$ cat config.mk
export PLATFORM = sky130hd
export DESIGN_NAME = bp_gshare_ckpt_flat
export DESIGN_NICKNAME = d
export VERILOG_FILES = /design/src/rtl/bp_gshare_ckpt_if.sv /design/src/rtl/bp_gshare_ckpt.sv /design/src/flat_wrapper.sv
export SDC_FILE = /design/constraint.sdc
export NUM_CORES = 2
export LEC_CHECK = 0
export ABC_AREA = 1
export CORE_MARGIN = 8
export CORE_UTILIZATION = 55
export DETAILED_ROUTE_END_ITERATION = 16
export PLACE_DENSITY = 0.76
export SYNTH_ARGS = -nofsm -noshare
export SYNTH_HDL_FRONTEND = slang
export SYNTH_SLANG_ARGS = --single-unit
$ cat constraint.sdc
create_clock -name clock -period 4.36 [get_ports clock]
set_input_delay 0.654 -clock clock [delete_from_list [all_inputs] [get_ports clock]]
set_output_delay 0.654 -clock clock [all_outputs]
set_load 0.05 [all_outputs]
$ cat src/rtl/bp_gshare_ckpt_if.sv
// Fetch/retire bundle for the gshare predictor.
// The master side drives fetch and retire requests; the slave side is the predictor.
interface bp_gshare_ckpt_if #(
    parameter int CW = 3
);
    logic          enable;
    logic          if_branch;
    logic [31:0]   if_pc;
    logic          rt_en_branch;
    logic          rt_taken;
    logic          rt_mispredict;
    logic [31:0]   rt_pc;
    logic [31:0]   rt_target;
    logic [CW-1:0] rt_ckpt_idx;
    logic          pred_valid;
    logic          pred_taken;
    logic [31:0]   next_pc;
    logic [CW-1:0] pred_ckpt_idx;
    logic          ckpt_full;
    logic          err;

    modport master (
        output enable, if_branch, if_pc,
        output rt_en_branch, rt_taken, rt_mispredict, rt_pc, rt_target, rt_ckpt_idx,
        input  pred_valid, pred_taken, next_pc, pred_ckpt_idx, ckpt_full, err
    );

    modport slave (
        input  enable, if_branch, if_pc,
        input  rt_en_branch, rt_taken, rt_mispredict, rt_pc, rt_target, rt_ckpt_idx,
        output pred_valid, pred_taken, next_pc, pred_ckpt_idx, ckpt_full, err
    );
endinterface

$ cat src/rtl/bp_gshare_ckpt.sv
// Gshare predictor with direct-mapped BTB and a checkpoint queue holding the
// global history seen by each in-flight branch, used to repair history on mispredict.
module bp_gshare_ckpt #(
    parameter int BTB_ROWS   = 32,
    parameter int TAG_W      = 10,
    parameter int TARGET_W   = 30,
    parameter int HIST_W     = 8,
    parameter int CKPT_DEPTH = 8
) (
    input logic            clock,
    input logic            reset,
    bp_gshare_ckpt_if.slave bp
);
    localparam int IW    = $clog2(BTB_ROWS);
    localparam int CW    = $clog2(CKPT_DEPTH);
    localparam int PHT_N = 1 << HIST_W;

    logic [1:0]          pht_q     [PHT_N];
    logic [1:0]          pht_d     [PHT_N];
    logic [TAG_W-1:0]    btb_tag_q [BTB_ROWS];
    logic [TAG_W-1:0]    btb_tag_d [BTB_ROWS];
    logic [TARGET_W-1:0] btb_tgt_q [BTB_ROWS];
    logic [TARGET_W-1:0] btb_tgt_d [BTB_ROWS];
    logic [HIST_W-1:0]   ckpt_q    [CKPT_DEPTH];
    logic [HIST_W-1:0]   ckpt_d    [CKPT_DEPTH];
    logic [BTB_ROWS-1:0] btb_valid_q, btb_valid_d;
    logic [HIST_W-1:0]   ghr_q, ghr_d;
    logic [CW-1:0]       head_q, head_d, tail_q, tail_d;
    logic [CW:0]         count_q, count_d;
    logic                pred_valid_q, pred_valid_d;
    logic                pred_taken_q, pred_taken_d;
    logic [31:0]         next_pc_q, next_pc_d;
    logic [CW-1:0]       pred_ckpt_idx_q, pred_ckpt_idx_d;
    logic                err_q, err_d;

    logic [IW-1:0]     f_idx, r_idx;
    logic [TAG_W-1:0]  f_tag, r_tag;
    logic [HIST_W-1:0] f_pht_idx, r_pht_idx, r_hist;
    logic              f_dir, f_hit, f_taken, ckpt_full;
    logic [31:0]       f_tgt_pc;
    logic              issue, pop, rt_bad, rt_flush;
    logic              unused_ok;

    assign unused_ok = ^{bp.rt_pc[31:TAG_W+IW+2], bp.rt_pc[1:0], bp.rt_target[1:0]};

    // Fetch-side lookup: reads only registered tables, so same-cycle training is not visible.
    assign f_idx     = bp.if_pc[IW+1:2];
    assign f_tag     = bp.if_pc[TAG_W+IW+1:IW+2];
    assign f_pht_idx = bp.if_pc[HIST_W+1:2] ^ ghr_q;
    assign f_dir     = pht_q[f_pht_idx][1];
    assign f_hit     = btb_valid_q[f_idx] & (btb_tag_q[f_idx] == f_tag);
    assign f_taken   = f_dir & f_hit;
    assign ckpt_full = (count_q == (CW+1)'(CKPT_DEPTH));

    always_comb begin
        f_tgt_pc               = bp.if_pc;
        f_tgt_pc[TARGET_W+1:2] = btb_tgt_q[f_idx];
        f_tgt_pc[1:0]          = 2'b00;
    end

    assign r_idx     = bp.rt_pc[IW+1:2];
    assign r_tag     = bp.rt_pc[TAG_W+IW+1:IW+2];
    assign r_hist    = ckpt_q[bp.rt_ckpt_idx];
    assign r_pht_idx = bp.rt_pc[HIST_W+1:2] ^ r_hist;
    assign rt_bad    = (count_q == '0) | (bp.rt_ckpt_idx != head_q);
    assign rt_flush  = bp.rt_en_branch & bp.rt_mispredict;
    assign issue     = bp.enable & bp.if_branch & ~ckpt_full & ~rt_flush;

    always_comb begin
        pht_d           = pht_q;
        btb_tag_d       = btb_tag_q;
        btb_tgt_d       = btb_tgt_q;
        btb_valid_d     = btb_valid_q;
        ckpt_d          = ckpt_q;
        ghr_d           = ghr_q;
        head_d          = head_q;
        tail_d          = tail_q;
        err_d           = err_q;
        pred_valid_d    = pred_valid_q;
        pred_taken_d    = pred_taken_q;
        next_pc_d       = next_pc_q;
        pred_ckpt_idx_d = pred_ckpt_idx_q;
        pop             = 1'b0;

        if (bp.rt_en_branch) begin
            if (bp.rt_taken && pht_q[r_pht_idx] != 2'b11)
                pht_d[r_pht_idx] = pht_q[r_pht_idx] + 2'b01;
            else if (!bp.rt_taken && pht_q[r_pht_idx] != 2'b00)
                pht_d[r_pht_idx] = pht_q[r_pht_idx] - 2'b01;
            if (bp.rt_taken) begin
                btb_valid_d[r_idx] = 1'b1;
                btb_tag_d[r_idx]   = r_tag;
                btb_tgt_d[r_idx]   = bp.rt_target[TARGET_W+1:2];
            end
            if (rt_bad)
                err_d = 1'b1;
            // Recovery restarts the queue just past the mispredicted branch.
            if (bp.rt_mispredict) begin
                ghr_d  = {r_hist[HIST_W-2:0], bp.rt_taken};
                head_d = bp.rt_ckpt_idx + CW'(1);
                tail_d = bp.rt_ckpt_idx + CW'(1);
            end else if (!rt_bad) begin
                head_d = head_q + CW'(1);
                pop    = 1'b1;
            end
        end

        if (issue) begin
            ckpt_d[tail_q]  = ghr_q;
            tail_d          = tail_q + CW'(1);
            ghr_d           = {ghr_q[HIST_W-2:0], f_dir};
            pred_ckpt_idx_d = tail_q;
        end

        if (bp.enable) begin
            pred_valid_d = issue;
            pred_taken_d = issue & f_taken;
            next_pc_d    = (issue & f_taken) ? f_tgt_pc : bp.if_pc + 32'd4;
        end

        if (rt_flush)
            count_d = '0;
        else
            count_d = count_q + (CW+1)'(issue) - (CW+1)'(pop);
    end

    always_ff @(posedge clock or negedge reset) begin
        if (!reset) begin
            for (int i = 0; i < PHT_N; i++)      pht_q[i]     <= 2'b01;
            for (int i = 0; i < BTB_ROWS; i++)   btb_tag_q[i] <= '0;
            for (int i = 0; i < BTB_ROWS; i++)   btb_tgt_q[i] <= '0;
            for (int i = 0; i < CKPT_DEPTH; i++) ckpt_q[i]    <= '0;
            btb_valid_q     <= '0;
            ghr_q           <= '0;
            head_q          <= '0;
            tail_q          <= '0;
            count_q         <= '0;
            pred_valid_q    <= 1'b0;
            pred_taken_q    <= 1'b0;
            next_pc_q       <= '0;
            pred_ckpt_idx_q <= '0;
            err_q           <= 1'b0;
        end else begin
            pht_q           <= pht_d;
            btb_tag_q       <= btb_tag_d;
            btb_tgt_q       <= btb_tgt_d;
            ckpt_q          <= ckpt_d;
            btb_valid_q     <= btb_valid_d;
            ghr_q           <= ghr_d;
            head_q          <= head_d;
            tail_q          <= tail_d;
            count_q         <= count_d;
            pred_valid_q    <= pred_valid_d;
            pred_taken_q    <= pred_taken_d;
            next_pc_q       <= next_pc_d;
            pred_ckpt_idx_q <= pred_ckpt_idx_d;
            err_q           <= err_d;
        end
    end

    assign bp.pred_valid    = pred_valid_q;
    assign bp.pred_taken    = pred_taken_q;
    assign bp.next_pc       = next_pc_q;
    assign bp.pred_ckpt_idx = pred_ckpt_idx_q;
    assign bp.ckpt_full     = ckpt_full;
    assign bp.err           = err_q;
endmodule

$ cat src/flat_wrapper.sv
// flat-port wrapper written by rule: the top's interface ports become plain ports
module bp_gshare_ckpt_flat 
#(
    parameter int BTB_ROWS   = 32,
    parameter int TAG_W      = 10,
    parameter int TARGET_W   = 30,
    parameter int HIST_W     = 8,
    parameter int CKPT_DEPTH = 8
)
  (clock, reset, bp_enable, bp_if_branch, bp_if_pc, bp_rt_en_branch, bp_rt_taken, bp_rt_mispredict, bp_rt_pc, bp_rt_target, bp_rt_ckpt_idx, bp_pred_valid, bp_pred_taken, bp_next_pc, bp_pred_ckpt_idx, bp_ckpt_full, bp_err);
  bp_gshare_ckpt_if #(.CW(3)) bp_i ();
  input logic clock;
  input logic reset;
  input wire logic [$bits(bp_i.enable)-1:0] bp_enable;
  input wire logic [$bits(bp_i.if_branch)-1:0] bp_if_branch;
  input wire logic [$bits(bp_i.if_pc)-1:0] bp_if_pc;
  input wire logic [$bits(bp_i.rt_en_branch)-1:0] bp_rt_en_branch;
  input wire logic [$bits(bp_i.rt_taken)-1:0] bp_rt_taken;
  input wire logic [$bits(bp_i.rt_mispredict)-1:0] bp_rt_mispredict;
  input wire logic [$bits(bp_i.rt_pc)-1:0] bp_rt_pc;
  input wire logic [$bits(bp_i.rt_target)-1:0] bp_rt_target;
  input wire logic [$bits(bp_i.rt_ckpt_idx)-1:0] bp_rt_ckpt_idx;
  output wire logic [$bits(bp_i.pred_valid)-1:0] bp_pred_valid;
  output wire logic [$bits(bp_i.pred_taken)-1:0] bp_pred_taken;
  output wire logic [$bits(bp_i.next_pc)-1:0] bp_next_pc;
  output wire logic [$bits(bp_i.pred_ckpt_idx)-1:0] bp_pred_ckpt_idx;
  output wire logic [$bits(bp_i.ckpt_full)-1:0] bp_ckpt_full;
  output wire logic [$bits(bp_i.err)-1:0] bp_err;
  assign bp_i.enable = bp_enable;
  assign bp_i.if_branch = bp_if_branch;
  assign bp_i.if_pc = bp_if_pc;
  assign bp_i.rt_en_branch = bp_rt_en_branch;
  assign bp_i.rt_taken = bp_rt_taken;
  assign bp_i.rt_mispredict = bp_rt_mispredict;
  assign bp_i.rt_pc = bp_rt_pc;
  assign bp_i.rt_target = bp_rt_target;
  assign bp_i.rt_ckpt_idx = bp_rt_ckpt_idx;
  assign bp_pred_valid = bp_i.pred_valid;
  assign bp_pred_taken = bp_i.pred_taken;
  assign bp_next_pc = bp_i.next_pc;
  assign bp_pred_ckpt_idx = bp_i.pred_ckpt_idx;
  assign bp_ckpt_full = bp_i.ckpt_full;
  assign bp_err = bp_i.err;
  bp_gshare_ckpt #(.BTB_ROWS(BTB_ROWS), .TAG_W(TAG_W), .TARGET_W(TARGET_W), .HIST_W(HIST_W), .CKPT_DEPTH(CKPT_DEPTH)) u_core (.clock(clock), .reset(reset), .bp(bp_i));
endmodule
## Yosys cells after proc, flatten, opt, wreduce, memory -nomap -nowiden

Index checks and enable logic that the tools add are counted.

- $add $sub $neg: 8
- Order comparisons: 12
- Eq/ne operators: 5
- Muxes and demuxes: 47
- Bitwise operators: 19
- Reductions and logical operators: 17

Operator list:

| operator | number |
|---|---|
| 512-bit bitwise mux | 2 |
| 512-bit 2-to-1 mux | 2 |
| 960-bit bitwise mux | 1 |
| 320-bit bitwise mux | 1 |
| 30-bit binary-select mux with 5-bit select | 1 |
| 30-bit demux with 5-bit select | 1 |
| 30-bit 2-to-1 mux | 3 |
| 64-bit bitwise mux | 1 |
| 10-bit binary-select mux with 5-bit select | 1 |
| 10-bit demux with 5-bit select | 1 |
| 8-bit 2-to-1 mux | 6 |
| 32-bit by 3-bit adder with 32-bit output (second input constant) | 1 |
| 2-bit binary-select mux with 8-bit select | 2 |
| 32-bit 2-to-1 mux | 1 |
| 32-bit OR | 1 |
| 10-bit 2-to-1 mux | 3 |
| 8-bit binary-select mux with 3-bit select | 1 |
| 8-bit demux with 3-bit select | 1 |
| 9-bit greater-or-equal comparator (second input constant) | 2 |
| 8-bit NOT with 9-bit output | 2 |
| 2-bit demux with 8-bit select | 1 |
| 8-bit bitwise XOR | 2 |
| 3-bit 2-to-1 mux | 5 |
| 6-bit greater-or-equal comparator (second input constant) | 2 |
| other kinds (30) | 64 |

- Register bits after elaboration: 1,944
- Output and inout bits: 39
- Word-level logic and storage cells: 446

## Depth between registers and ports, before layout

- Word-level depth: 13
- Mapped depth: 39
- Mapped depth without buffers: 33

## Worst setup path after synthesis

No wires, ideal clock.

- Path type: input-to-reg
- From: input bp_rt_ckpt_idx[0]
- To: register u_core.pht_q[157] in the netlist's numbering
- Arrival: 4.471 ns
- Data required time: 4.225 ns
- Path slack: -0.246 ns
- Cell stages on the path: 31
- Buffers on the path: 8
- Path through: buf_4 -> buf_4 -> nor2_1 -> nor2_1 -> o21ai_1 -> o211ai_2 -> nand2_1 -> nand2_1 -> nand2_2 -> buf_2 -> buf_2 -> buf_1 -> o21ai_0 -> a21oi_1 -> nor2_1 -> nand2_1 -> nand3_1 -> nand3_1 -> nand3_1 -> nand2_1 -> inv_2 -> ha_1 -> nor2_1 -> o21ai_0 -> inv_1 -> clkbuf_1 -> clkbuf_1 -> buf_1 -> nand3_1 -> nand2_1 -> o31ai_1

- Longest elaborated chain between the ends: 13

RTL lines:

| element | RTL line | source |
|---|---|---|
| from (decl) | flat_wrapper.sv:22 | `input wire logic [$bits(bp_i.rt_ckpt_idx)-1:0] bp_rt_ckpt_idx;` |
| 3-bit NOT with 4-bit output (not written as such) (*) | bp_gshare_ckpt.sv:63 | `assign r_hist = ckpt_q[bp.rt_ckpt_idx];` |
| 8-bit binary-select mux with 3-bit select (*) | bp_gshare_ckpt.sv:63 |  |
| 8-bit 2-to-1 mux (not written as such) (*) (2 in a row) | bp_gshare_ckpt.sv:63 |  |
| 8-bit bitwise XOR (*) | bp_gshare_ckpt.sv:64 | `assign r_pht_idx = bp.rt_pc[HIST_W+1:2] ^ r_hist;` |
| 8-bit NOT with 9-bit output (not written as such) (*) | n/a |  |
| 2-bit binary-select mux with 8-bit select, or another cell as far along | n/a |  |
| 2-bit 2-to-1 mux (not written as such) / 1-bit logical AND (equally long branches) | n/a |  |
| 2-bit 2-to-1 mux (on tied branches) | n/a |  |
| 2-bit by 1-bit subtractor with 2-bit output, or another cell as far along | bp_gshare_ckpt.sv:89 | `pht_d[r_pht_idx] = pht_q[r_pht_idx] - 2'b01;` |
| 512-bit bitwise mux, or another cell as far along | bp_gshare_ckpt.sv:89 |  |
| 512-bit 2-to-1 mux / 2-bit nonzero test (equally long branches) | n/a |  |
| 512-bit 2-to-1 mux / 2-bit AND reduction (equally long branches) | n/a |  |
| to (signal assigned) | bp_gshare_ckpt.sv:144 | `pht_q <= pht_d;` |
| to (decl) | bp_gshare_ckpt.sv:18 | `logic [1:0] pht_q [PHT_N];` |

Every way passes the cells marked *; elsewhere a longest branch is shown, timed or not. The select of a mux whose other input is x is not followed.
A chain may end at the register's enable or synchronous reset.

## Worst setup path after layout

- From: input bp_rt_ckpt_idx[1]
- To: register u_core.pht_q[301] in the netlist's numbering

The elaborated chain is that of the path after synthesis.

==> out/results.ini <==
[status]
status=finished clean

[clock_network]
htreeDepth=4
cts.path.max_buffers=3
clock-root-buffer=clkbuf_16
cts_tree=built
clkTransAtPathRegs_ns=0.06
worstSkewPairLatency_ns=0.90
cts_sinks=1944
cts_made_buffers=202

[setup_path]
worstPathArrival_ns=4.99
startpoint=bp_rt_ckpt_idx[1]
reg2reg_from=u_core.ckpt_q[0]
path_max_fanout=16
worstSetupStartpointType=input port
crit_family=simple AND/OR/NAND/NOR gates
cp.required_ns=5.08
end_kind=flip-flop
slowest_delay_ns=0.51
crit_type=in -> reg
crit_path_top_delay_cell=clkdlybuf4s50_1
path_buf_inv=10
crit_top_cell=nand2_1

[final_layout]
drive_gt1_share_pct=11.0
seq_area_um2=49000
final_util_pct=63.6
fin_nets=12228
multi_input_area_um2=40200
fillers=14130
finalInstanceArea_um2=109000
syn_to_final_growth_pct=15.3

[grt]
grt_max_degree=211
grt_pass1_vias=85142
antenna_found_initial=8
grt-ovfl-total=0
grt_first_pass_wirelength_um=505000
grtUsageTotal_pct=34.5

[routing]
drt-vias-per-instance=6.23
detailroute.via_count=90406
ant_nets=0
drtPass1Iterations=9
drt-initial-drc-count=14489
wire_per_inst_um=22.9
wl_um=332000
drc_errors=0

[synthesis]
synthTopCellsByArea=dfrtp_1 45%, nand2_1 16%, o21ai_0 11%, dfstp_2 7.1%, nand3_1 3.6%
synth-seq-cells=1944
synth_edf_count=0
synth_most_common_cell=nand2_1
synth_cell_types=42
async_reset_ff_share_pct=100
synthCells=12176
synth_top_area_share_pct=44.7
ys_top_cells_by_count=4116 x nand2_1, 2131 x o21ai_0, 1688 x dfrtp_1
syn_area_um2=94500
ys_seq_area_share_pct=51.8
avgSynthCellArea_um2=7.76
synth_warnings=0
synth_top_cell_by_area=dfrtp_1
synthFlopType=dfrtp_1
synth_nets=12295

[pwr]
switching_power_w=0.0199
power.leakage_nw=52.0
peakVddDrop_v=0.000570
combPwrFrac_pct=26.8
clkPwrFrac_pct=32.3
p_per_area_nw_per_um2=529
intPower_w=0.0377
seq_power_share_pct=40.9
swShare_pct=34.5

[die]
die_x_um=430
pin_count=145
core_um2=171000
rows=152
die_h_um=430
start_util_pct=55.2
dieArea_um2=185000

[sta]
relSlewSlack_pct=11.8
finalCritPeriodShare_pct=98.1
rsz0062_at_grt=true
max_freq_ghz=0.234
tns_ns=0
hold_viol=0
tightestPinTransition_ns=1.32
min_period_ns=4.28
final-setup-viol-count=0
slew_viol_final=0
worst_slack_ns=0.0848
skew_ns=0.0767

[place]
gp_congestion=1.00
pre_cts_ws_ns=-1.35
numPortBuffers=125
placed_cell_area_um2=101000
dp.final_hpwl_um=201000

[worst_hold_path]
min_path_type=in -> reg
hp-start=bp_if_pc[0]

[run]
cap_violations=0

==> layout make-up <==
type | instances | share of cell area (%)
Multi-Input combinational cell | 8713 | 37.0
Inverter | 536 | 1.88
Tap cell | 2233 | 2.57
Clock inverter | 69 | 1.16
Sequential cell | 1944 | 45.0
Timing Repair Buffer | 712 | 6.98
Clock buffer | 309 | 5.48
Antenna cell | 6 | 0.0138
==> final timing paths <==
check,endpoint,slack [ns],cells past startpoint
hold reg to reg,u_core.btb_valid_q[12],0.45,2
max in group asynchronous,u_core.btb_tgt_q[739],2.51,4
setup / recovery,u_core.pht_q[301],0.08,34
min in group asynchronous,u_core.ckpt_q[12],0.38,2
hold / removal,u_core.bp.next_pc[0],0.31,3
setup reg to reg,u_core.pht_q[301],0.10,33
==> stage by stage <==
stage	total power, W	hold slack (ns)	cells
floorplan	0.0319	0.358	12176
global placement	0.0379	0.430	14110
detailed placement	0.0383	0.436	14110
CTS	0.0569	0.247	14495
global route	0.0599	0.298	14520
finish	0.0576	0.312	14522
==> repair_timing <==
| action | 4_1_cts | 5_1_grt |
|---|---|---|
| endpoints found under the setup margin | 463 | 510 |
| hold endpoints to repair | 33 | 0 |
| cloned | 1 | 7 |
| hold buffers | 1 | 0 |
| pin swaps | 5 | 25 |
| gates resized for setup | 30 | 103 |
| setup buffers | 5 | 14 |
==> tightest hold or removal path, cell delays in order <==
cell and delay (ns):
clkdlybuf4s50_1 0.40, nand2_1 0.07, nand2_1 0.04
==> metal layers <==
layer  GRT usage (%)  wire, um
met1            47.1    127000
met2            50.9    143000
met3            9.92     44100
met4            16.3     18000
met5               0        57
==> kinds of logic (layout without fill, tap and decap cells) <==
kind of cell    after synthesis  in the layout  synth area share [%]
simple gates               5696           5698                  23.7
xor+xnor                     49             49                 0.454
other cells                   0              6                     0
buf+inv                    1521           1626                  6.41
compound gates             2953           2953                  17.4
fa+ha+maj                    13             13                 0.180
flops                      1944           1944                  51.8
==> power groups by stage <==
stage | registers (W) | logic (W) | clock network (W)
after floorplan | 0.0233 | 0.00863 | 0
after global placement | 0.0236 | 0.0143 | 0
after detailed placement | 0.0237 | 0.0145 | 0
after CTS | 0.0235 | 0.0147 | 0.0187
after global routing | 0.0239 | 0.0166 | 0.0194
final | 0.0236 | 0.0154 | 0.0186
==> cells in the final DEF, fill, tap and decap left out, drive strengths merged, types with 188 or more instances in the layout <==
cell type	synthesis	final
nand2	4122	4124
o21ai	2184	2184
dfrtp	1688	1688
nor2	851	851
nand3	675	675
buf	244	586
inv	527	528
clkbuf	741	315
dfstp	256	256
o221ai	188	188
No activity file was read; power rests on OpenSTA's default activity.
